$ cat config.mk
export PLATFORM = sky130hd
export DESIGN_NAME = conv_job_scheduler
export DESIGN_NICKNAME = d
export VERILOG_FILES = /design/src/rtl/conv_job_scheduler.sv
export SDC_FILE = /design/constraint.sdc
export NUM_CORES = 1
export LEC_CHECK = 0
export BUFFER_PORTS_ARGS = -buffer_cell sky130_fd_sc_hd__buf_2
export CAP_MARGIN = 0
export CORE_ASPECT_RATIO = 1.75
export CORE_UTILIZATION = 55
export DETAILED_ROUTE_END_ITERATION = 12
export GPL_TIMING_DRIVEN = 0
export HOLD_SLACK_MARGIN = 0.15
export PLACE_DENSITY = 0.77
export SETUP_SLACK_MARGIN = 0.15
export SYNTH_ARGS = -nofsm -noshare
export SYNTH_HDL_FRONTEND = slang
export SYNTH_SLANG_ARGS = --single-unit
$ cat constraint.sdc
create_clock -name clk -period 4.5 [get_ports clk]
set_input_delay 0.675 -clock clk [delete_from_list [all_inputs] [get_ports clk]]
set_output_delay 0.675 -clock clk [all_outputs]
set_load 0.005 [all_outputs]
$ cat src/rtl/conv_job_scheduler.sv
// Job scheduler for the 3x3 XNOR-convolution engine.
// Queues host jobs, kicks the engine and relocates its local addresses.
module conv_job_scheduler #(
  parameter int DEPTH   = 4,
  parameter int ADDR_W  = 12,
  parameter int ID_W    = 4,
  parameter int TIMEOUT = 15
) (
  input  logic              clk,
  input  logic              reset_b,
  input  logic              cmd_valid,
  output logic              cmd_ready,
  input  logic [ID_W-1:0]   cmd_id,
  input  logic [ADDR_W-1:0] cmd_in_base,
  input  logic [ADDR_W-1:0] cmd_out_base,
  input  logic [ADDR_W-1:0] cmd_w_base,
  output logic              eng_run,
  input  logic              eng_busy,
  input  logic [ADDR_W-1:0] eng_rd_addr,
  input  logic [ADDR_W-1:0] eng_wr_addr,
  input  logic              eng_wr_en,
  input  logic [ADDR_W-1:0] eng_w_addr,
  output logic [ADDR_W-1:0] sram_rd_addr,
  output logic [ADDR_W-1:0] sram_wr_addr,
  output logic              sram_wr_en,
  output logic [ADDR_W-1:0] wmem_rd_addr,
  output logic              done_valid,
  input  logic              done_ready,
  output logic [ID_W-1:0]   done_id,
  output logic              done_err,
  output logic              sched_idle,
  output logic [7:0]        jobs_done
);

  localparam int PW = (DEPTH > 1) ? $clog2(DEPTH) : 1;
  localparam int CW = PW + 1;
  localparam int TW = $clog2(TIMEOUT + 1);

  localparam int I_IDLE = 0;
  localparam int I_ARM  = 1;
  localparam int I_KICK = 2;
  localparam int I_WAIT = 3;
  localparam int I_RUN  = 4;
  localparam int I_RPT  = 5;

  localparam logic [5:0] S_IDLE = 6'b000001;
  localparam logic [5:0] S_ARM  = 6'b000010;
  localparam logic [5:0] S_KICK = 6'b000100;
  localparam logic [5:0] S_WAIT = 6'b001000;
  localparam logic [5:0] S_RUN  = 6'b010000;
  localparam logic [5:0] S_RPT  = 6'b100000;

  logic [ID_W-1:0]   q_id  [DEPTH];
  logic [ADDR_W-1:0] q_in  [DEPTH];
  logic [ADDR_W-1:0] q_out [DEPTH];
  logic [ADDR_W-1:0] q_w   [DEPTH];

  logic [PW-1:0]     wr_ptr;
  logic [PW-1:0]     rd_ptr;
  logic [CW-1:0]     count;
  logic              full;
  logic              empty;
  logic              push;
  logic              pop;

  logic [5:0]        state;
  logic [5:0]        nxt;
  logic [TW-1:0]     tcnt;
  logic              tmo_hit;

  logic [ID_W-1:0]   act_id;
  logic [ADDR_W-1:0] act_in_base;
  logic [ADDR_W-1:0] act_out_base;
  logic [ADDR_W-1:0] act_w_base;

  assign full      = (count == CW'(DEPTH));
  assign empty     = (count == '0);
  assign cmd_ready = ~full;
  assign push      = cmd_valid & ~full;
  assign pop       = state[I_ARM];

  // Last WAIT cycle: the counter would reach TIMEOUT on this edge.
  assign tmo_hit = (tcnt == TW'(TIMEOUT - 1));

  assign done_valid = state[I_RPT];
  assign sched_idle = state[I_IDLE] & empty;

  assign sram_rd_addr = eng_rd_addr + act_in_base;
  assign sram_wr_addr = eng_wr_addr + act_out_base;
  assign wmem_rd_addr = eng_w_addr + act_w_base;
  assign sram_wr_en   = eng_wr_en & (state[I_WAIT] | state[I_RUN]);

  always_comb begin
    nxt = state;
    unique case (1'b1)
      state[I_IDLE]: if (!empty) nxt = S_ARM;
      state[I_ARM]:  nxt = S_KICK;
      state[I_KICK]: nxt = S_WAIT;
      state[I_WAIT]: begin
        if (eng_busy)     nxt = S_RUN;
        else if (tmo_hit) nxt = S_RPT;
      end
      state[I_RUN]:  if (!eng_busy) nxt = S_RPT;
      state[I_RPT]:  if (done_ready) nxt = S_IDLE;
      default:       nxt = S_IDLE;
    endcase
  end

  // Queue storage carries no reset; validity comes from count.
  always_ff @(posedge clk) begin
    if (push) begin
      q_id[wr_ptr]  <= cmd_id;
      q_in[wr_ptr]  <= cmd_in_base;
      q_out[wr_ptr] <= cmd_out_base;
      q_w[wr_ptr]   <= cmd_w_base;
    end
  end

  always_ff @(posedge clk or negedge reset_b) begin
    if (!reset_b) begin
      wr_ptr <= '0;
      rd_ptr <= '0;
      count  <= '0;
    end else begin
      if (push) wr_ptr <= wr_ptr + 1'b1;
      if (pop)  rd_ptr <= rd_ptr + 1'b1;
      count <= count + CW'(push) - CW'(pop);
    end
  end

  always_ff @(posedge clk or negedge reset_b) begin
    if (!reset_b) begin
      state        <= S_IDLE;
      eng_run      <= 1'b0;
      tcnt         <= '0;
      act_id       <= '0;
      act_in_base  <= '0;
      act_out_base <= '0;
      act_w_base   <= '0;
      done_id      <= '0;
      done_err     <= 1'b0;
      jobs_done    <= '0;
    end else begin
      state   <= nxt;
      eng_run <= state[I_ARM];
      if (state[I_ARM]) begin
        act_id       <= q_id[rd_ptr];
        act_in_base  <= q_in[rd_ptr];
        act_out_base <= q_out[rd_ptr];
        act_w_base   <= q_w[rd_ptr];
      end
      if (state[I_KICK])
        tcnt <= '0;
      else if (state[I_WAIT] && !eng_busy)
        tcnt <= tcnt + 1'b1;
      if (state[I_WAIT] && !eng_busy && tmo_hit) begin
        done_id  <= act_id;
        done_err <= 1'b1;
      end
      if (state[I_RUN] && !eng_busy) begin
        done_id  <= act_id;
        done_err <= 1'b0;
      end
      if (state[I_RPT] && done_ready && !done_err && jobs_done != 8'hFF)
        jobs_done <= jobs_done + 8'd1;
    end
  end

endmodule

==> results list, run 1 <==
* Result of the run: complete, no violations
* Detailed-routing wirelength on met1: 7130 um
* Total CTS buffers: 20
* Final std cells w/o fill: 1002
- PostCTS Resize Cnt: 0
- Dividing the synthesized area by the synthesized cell count gives 17.1 um^2.
- The number of cells on the worst reg-to-reg path is 10.
- Fill cells in the final layout number 1271.
* Cell taking the most area after synthesis: sky130_fd_sc_hd__edfxtp_1
* Highest layer used for signal routing: met4
- In this run the worst setup path terminates at wmem_rd_addr[8].
* Top-Level Pins: 136
- For the final database, setup skew stands at 5.78 ps.
- Period Utilization, post-route: 82.6%
* CTS H-Tree Depth: 1
* Number of placed instances with taps included: 962
- Power density over the cells: 693 nW/um^2
* Die width: 104 um
- For this design, the sink count on the clock tree is 231.
- The count of nets left with antenna violations once routing finished came out at 0.
* Commonest non-fill, non-tap cell in the layout: sky130_fd_sc_hd__edfxtp_1
- Yosys printed 0 warnings.
- Critical path arrival: 3040 ps
* Number of detailed-routing iterations run before antenna repair: 4
- Compared with the post-synthesis result, the final layout area differs by 17.6%.
- STA classifies the critical path startpoint as a flip-flop.
- The total area inside the core boundary comes to 18000 um^2.
* Type of the tightest min-delay check: in -> async
- Number of DRC markers in iteration 0: 237
- For the worst-skew pair, the clock arrives at the later sink with an insertion delay of 480 ps.
- The congestion estimate from routability-driven global placement came to 0.933.
- Setup violations remaining at the end of the flow were counted as 0.
* Longest Clk Path Bufs: 3
- For this run, the register share of the synthesized area comes to 65.4%.
* Worst-case vdd ir drop: 0.416 mV
- Final hold analysis gives a worst-case slack of 148 ps.
- After detailed routing, the number of remaining DRC violations is 0.
- In this run the post-CTS setup repair buffer count came out at 0.
- Yosys cell types: 45
- Headroom to the max-slew limit came out at 52.4%.
- TritonCTS built the clock tree.
- Area share of the leading cell type in the synthesized netlist: 47.8%
- In the final layout, the share of cells above drive strength 1 is 36.6%.
- The finished cells cover 11800 um^2.
* Fraction of the core area covered by cells at the end of the flow: 65.8%
- Hold-fix buffers, CTS: 0
- Start of the worst register-to-register path: count[1]
* Max-slew violation count: 0
- After detailed routing, the average wire length per cell comes to 19.4 um.
- Data on the critical path is required at its endpoint by 3830 ps.
- Estimated wirelength of the detail-placed design: 13800 um
* Crit Path Category: reg -> out
* Top FF cell, synth: sky130_fd_sc_hd__edfxtp_1
- The endpoint identified for the worst register-to-register timing path is count[2].
- The most critical setup path has its startpoint at act_w_base[0].
* EDFF count, synth: 160
- Final Hold Viols: 0
* GR Util All Layers: 21.6%
- Post-synthesis instance area: 10100 um^2
* Grt total ovfl: 0
* Fmax achieved: 0.269 GHz
- The initial utilization of the core area, before any placement, comes to 56.0%.
* Detailed Route WL: 19500 um
- Vias after detailed routing: 5713
- The number of nets handed over by synthesis was 716.
* Number of antenna violations at the first check in global routing: 3
- After clock tree synthesis, the clock-pin slew on the worst setup and hold paths is 70 ps.
- Kind of end point of the critical path: output pin
- Along the worst path, the maximum fanout reaches 3.
- Met2 wire length: 11200 um
- Port Buffers: 135
* Die outline height: 181 um
- Summed negative setup slack over all endpoints: 0 ps
- Max-cap violations in this run came to 0.
- The clock period could shrink to 3720 ps.
- Setup repair after global routing left no endpoint under its margin.
- Entering global routing, the biggest net connects 41 pins.
* Post-placement cell area: 11100 um^2
- By area the synthesized netlist is led by sky130_fd_sc_hd__edfxtp_1 (48%), sky130_fd_sc_hd__dfrtp_1 (17%), sky130_fd_sc_hd__mux4_2 (9.0%), sky130_fd_sc_hd__ha_1 (5.2%), sky130_fd_sc_hd__mux2_2 (5.0%).
* Die area: 18900 um^2
* Cell Rows: 65
- Reg-to-reg setup timing slack: 2240 ps
- Synthesis inferred 231 register bits.
- The first global-routing pass estimated 31500 um of wire.
- Number of global-route vias before repair: 6115
* Async S/R FF share, synth: 30.7%
* Met3 routed wirelength: 636 um
- Average via count per standard cell: 5.70
- Top library cells by usage in the layout, fill and taps aside: sky130_fd_sc_hd__edfxtp_1 (160), sky130_fd_sc_hd__buf_2 (140), sky130_fd_sc_hd__dfrtp_1 (70)
- Actual transition at the worst max-transition pin: 714 ps
- Lkg Pwr: 4.61 nW
- The tree is rooted in a sky130_fd_sc_hd__clkbuf_16.
- Synth Instances: 588
* Post-layout net count: 878
## power breakdown
part	leakage (nW)	switching [W]	internal, W
Sequential	2.32	0.000286	0.00290
Combinational	1.94	0.00162	0.00165
Clock	0.338	0.000716	0.00103
Total	4.61	0.00262	0.00558
## worst max-delay path, stage by stage (launching register included)
cell and delay (ps):
sky130_fd_sc_hd__dfrtp_1 400, sky130_fd_sc_hd__ha_1 230, sky130_fd_sc_hd__fa_1 450, sky130_fd_sc_hd__a211oi_1 300, sky130_fd_sc_hd__o21bai_1 150, sky130_fd_sc_hd__a2111oi_0 560, sky130_fd_sc_hd__nor3_1 160, sky130_fd_sc_hd__xor2_1 170
sky130_fd_sc_hd__buf_2 140
## per-layer routing
| layer | global-route usage, % | vias up |
|---|---|---|
| met5 | 0 | - |
| met4 | 7.83 | 0 |
| met3 | 2.60 | 45 |
| met2 | 41.4 | 146 |
| met1 | 24.3 | 2908 |
| li1 | - | 2614 |
## through the flow
stage	total power, W	worst slack [ps]
3_3_place_gp	0.00631	1120
4_1_cts	0.00830	827
5_1_grt	0.00870	525
3_5_place_dp	0.00654	950
6_report	0.00820	783
2_1_floorplan	0.00542	1520
## flip-flops by register name, indices dropped and copies added, names as in the netlist, 2 cells and up
signal	flops
rd_ptr	2
state	6
wr_ptr	2
jobs_done	8
q_id	16
q_out	48
done_id	4
q_w	48
act_w_base	12
tcnt	4
act_id	4
act_in_base	12
act_out_base	12
q_in	48
count	3
## final cells by class
type	instances	area [um^2]	share of cell area (%)
Multi-Input combinational cell	327	3360	28.4
Sequential cell	231	6580	55.6
Tap cell	234	293	2.47
Timing Repair Buffer	140	778	6.58
Clock buffer	27	588	4.97
Inverter	11	41.3	0.349
Buffer	19	78.8	0.666
Clock inverter	9	97.6	0.825
Antenna cell	4	10.0	0.0846
## how the worst min path moves through the flow
stage | depth (start not counted) | to | from
2_1_floorplan | 0 | act_id[0] | reset_b
5_1_grt | 1 | act_out_base[4] | reset_b
3_5_place_dp | 0 | eng_run | state[1]
4_1_cts | 1 | act_out_base[3] | reset_b
6_report | 1 | act_out_base[3] | reset_b
3_3_place_gp | 0 | eng_run | state[1]
## Yosys cell counts, drive strengths merged (2+ instances only)
| cell type | number |
|---|---|
| dfrtp | 70 |
| ha | 42 |
| or3 | 3 |
| a21boi | 2 |
| o21a | 2 |
| nand2 | 16 |
| fa | 4 |
| and2 | 6 |
| a211oi | 3 |
| a2111oi | 5 |
| a21oi | 27 |
| nor3 | 5 |
| xnor2 | 32 |
| nor2b | 4 |
| a21o | 9 |
| xor2 | 16 |
| nor2 | 15 |
| mux2 | 45 |
| edfxtp | 160 |
| a41oi | 2 |
| nand4 | 9 |
| o21bai | 3 |
| buf | 10 |
| clkbuf | 9 |
| a311oi | 2 |
| and3 | 11 |
| mux4 | 40 |
| o21ai | 9 |
| inv | 11 |
| nand3 | 7 |
## cells by family after synthesis
kind of cell,share of synthesized area [%]
compound gates,5.05
buf+inv,1.19
xor+xnor,4.18
simple gates,4.03
flops,65.4
mux,14.1
fa+ha+maj,6.02
No activity file was read; power rests on OpenSTA's default activity.
==> inputs of run 2 (changes only) <==
==> constraint.sdc (replaced) <==
create_clock -name clk -period 3.8 [get_ports clk]
set_input_delay 0.57 -clock clk [delete_from_list [all_inputs] [get_ports clk]]
set_output_delay 0.57 -clock clk [all_outputs]
set_load 0.005 [all_outputs]
==> run 2 against run 1 <==
- die area unchanged
- cell count about the same
- clock power increased by 18%
- critical path type unchanged
- count of clock-buffer cells in the layout unchanged
- clock skew about the same
- register-to-register slack got worse by 690 ps
- highest routed layer unchanged
- critical endpoint is now sram_rd_addr[8]
- via count decreased by 0.53%
- sequential share of layout area decreased by 0.10 points
==> results list, run 2 (synthesized netlist as in run 1, its figures left out) <==
- The core outline area came to 18000 um^2 (unchanged).
- The number of nets in the finished design came to 879 (+0.11%).
- Final estimated routing congestion in global placement: 0.933 (unchanged)
* Fmax achieved: 0.288 GHz
* Number of global-route vias before repair: 6123 (+0.13%)
* Critical path arrival: 2900 ps (-140 ps)
* Actual transition at the worst max-transition pin: 704 ps (-9.44 ps)
- Walking the worst path, the cells encountered are ha_1, fa_1, a211oi_1, o21bai_1, a2111oi_0, nor3_1, xor2_1, buf_2.
- The count of buffers from port buffering was 135 (unchanged).
- Worst-case vdd ir drop: 0.493 mV (+18%)
- The largest stage delay on the critical path was 450 ps (-110 ps).
* Commonest non-fill, non-tap cell in the layout: sky130_fd_sc_hd__edfxtp_1
- Result of the run: complete, no violations
- Summed negative setup slack over all endpoints: 0 ps (unchanged)
- The global-route track usage on met1 came to 24.3% (unchanged).
- The fraction of final layout cells with drive strength greater than 1 was 36.9% (+0.21 points).
- CP Buf/Inv Count: 1 (unchanged)
* Summed area of non-filler cells in the final layout: 11900 um^2 (+0.18%)
* Estimated wirelength of the detail-placed design: 13800 um (unchanged)
- Post-placement cell area: 11100 um^2 (unchanged)
- Critical Path Source Type: flip-flop
- Fraction of the core area covered by cells at the end of the flow: 65.9% (+0.12 points)
- Die area: 18900 um^2 (unchanged)
* Number of antenna violations at the first check in global routing: 3 (unchanged)
- Kind of end point of the critical path: output pin
- Most used routing layer: met2
- The overall routing resource usage is 21.6% (about the same).
* Die outline height: 181 um (unchanged)
- Clock sinks: 231 (unchanged)
- The kind of cell with the highest combined delay along the critical path is compound AO/OA/AOI/OAI gates.
- The number of cells on the critical path was 8 (unchanged).
- Max-slew violation count: 0 (unchanged)
- For this design, the slowest cell found on the critical path is sky130_fd_sc_hd__a2111oi_0.
- Clock tree root buffer cell: sky130_fd_sc_hd__clkbuf_16
- Wire length of the first global-routing pass: 31500 um (about the same)
* Lkg Pwr: 4.61 nW (+0.14%)
- The starting utilization of the core area came to 56.0% (unchanged).
* Clk_skew: 5.54 ps (-0.240 ps)
- The H-tree level count is 1 (unchanged).
* Number of remaining DRC errors: 0 (unchanged)
- Required time of the critical path: 3230 ps (-600 ps)
- Average via count per standard cell: 5.67 (-0.62%)
* Clock period minus final worst setup slack: 3470 ps
* Final worst-path setup slack: 332 ps (-451 ps)
- Clock tree from TritonCTS: yes
- Number of DRC markers in iteration 0: 220 (-7.2%)
* Top-Level Pins: 136 (unchanged)
* Period Utilization, post-route: 91.3%
- From synthesis to final layout, the design area changed by 17.8%.
* Longest Clk Path Bufs: 3 (unchanged)
* Hold Crit Depth: 1
* Logic depth of the worst register-to-register path: 10 (unchanged)
- The final setup violation count was 0 (unchanged).
* Clock latency at the later pin of the worst-skew pair: 480 ps (about the same)
* Count of maximum capacitance violations: 0 (unchanged)
* Maximum fanout along the worst path: 3 (unchanged)
- The largest registers in the layout are q_in: 48 flops, q_out: 48 flops, q_w: 48 flops.
- Grt total ovfl: 0 (unchanged)
- Largest net degree at the start of global routing: 41 (unchanged)
- Met2 track demand over resource in global routing: 41.5% (about the same)
- The min-delay analysis places its worst path in the category in -> reg.
- Detailed Route WL: 19400 um (about the same)
* Top library cells by usage in the layout, fill and taps aside: sky130_fd_sc_hd__edfxtp_1 (160), sky130_fd_sc_hd__buf_2 (140), sky130_fd_sc_hd__dfrtp_1 (70)
- Average wire per cell in the routed design: 19.4 um (-0.15%)
- The clock slew at the register clock pins of the worst setup and hold paths came to 60 ps (about the same).
- The count of vias placed by the detailed router was 5683 (-0.53%).
* Pre-CTS WS: 460 ps (-490 ps)
- The met3 track utilization from global routing came to 2.60% (unchanged).
- Total CTS buffers: 20 (unchanged)
* Power density over the cells: 820 nW/um^2 (+18%)
- Unrepaired setup endpoints after global routing: false
- The number of rows in the core area is 65 (unchanged).
- Post-DRT Antenna Nets: 0 (unchanged)
- The overall die width came to 104 um (unchanged).
* Total Power Consumption: 0.00972 W (+19%)
* Worst-case headroom to the max-slew limit: 53.1% (+0.63 points)
- Final Hold Viols: 0 (unchanged)
- The count of TritonRoute iterations in the first routing pass is 4 (unchanged).
- The setup path with the least slack is of type reg -> out.
run 2: timing repair:
item	CTS	global route
setup endpoints to repair	0	1
hold buffers	1	0
gates resized for setup	0	3
buffers inserted	0	0
endpoints found under the hold margin	31	0
run 2: layout make-up:
| type | instances | area [um^2] |
|---|---|---|
| inverter | 11 | 41.3 |
| buffer | 19 | 78.8 |
| tap | 234 | 293 |
| clock buffer | 27 | 588 |
| sequential | 231 | 6580 |
| multi-input combinational | 327 | 3370 |
| antenna | 4 | 10.0 |
| timing repair buffer | 141 | 788 |
| fill | 1270 | 6120 |
| clock inverter | 9 | 97.6 |
run 2: path summary, 6_finish.rpt:
kind | start | endpoint | slack (ps)
max | act_in_base[0] | sram_rd_addr[8] | 330
min | cmd_out_base[2] | q_out[0][2] | 300
max in group asynchronous | reset_b | state[0] | 2580
max reg2reg | count[1] | count[2] | 1550
min reg2reg | state[1] | eng_run | 430
min in group asynchronous | reset_b | act_out_base[3] | 590
run 2: where the power goes:
group          internal (W)  switching, W
Sequential          0.00344      0.000339
Combinational       0.00196       0.00192
Clock               0.00122      0.000846
Total               0.00662       0.00310
run 2: metrics by stage:
stage          instances  hold WS, ps
6_report            1003          299
2_1_floorplan        588          274
5_1_grt             1002          282
3_3_place_gp         957          395
3_5_place_dp         962          408
4_1_cts              999          282
run 2: metal layers:
layer	routed length [um]	share of wire, %
met1	7120	37
met2	11200	58
met3	623	3.2
met4	491	2.5
met5	0	0
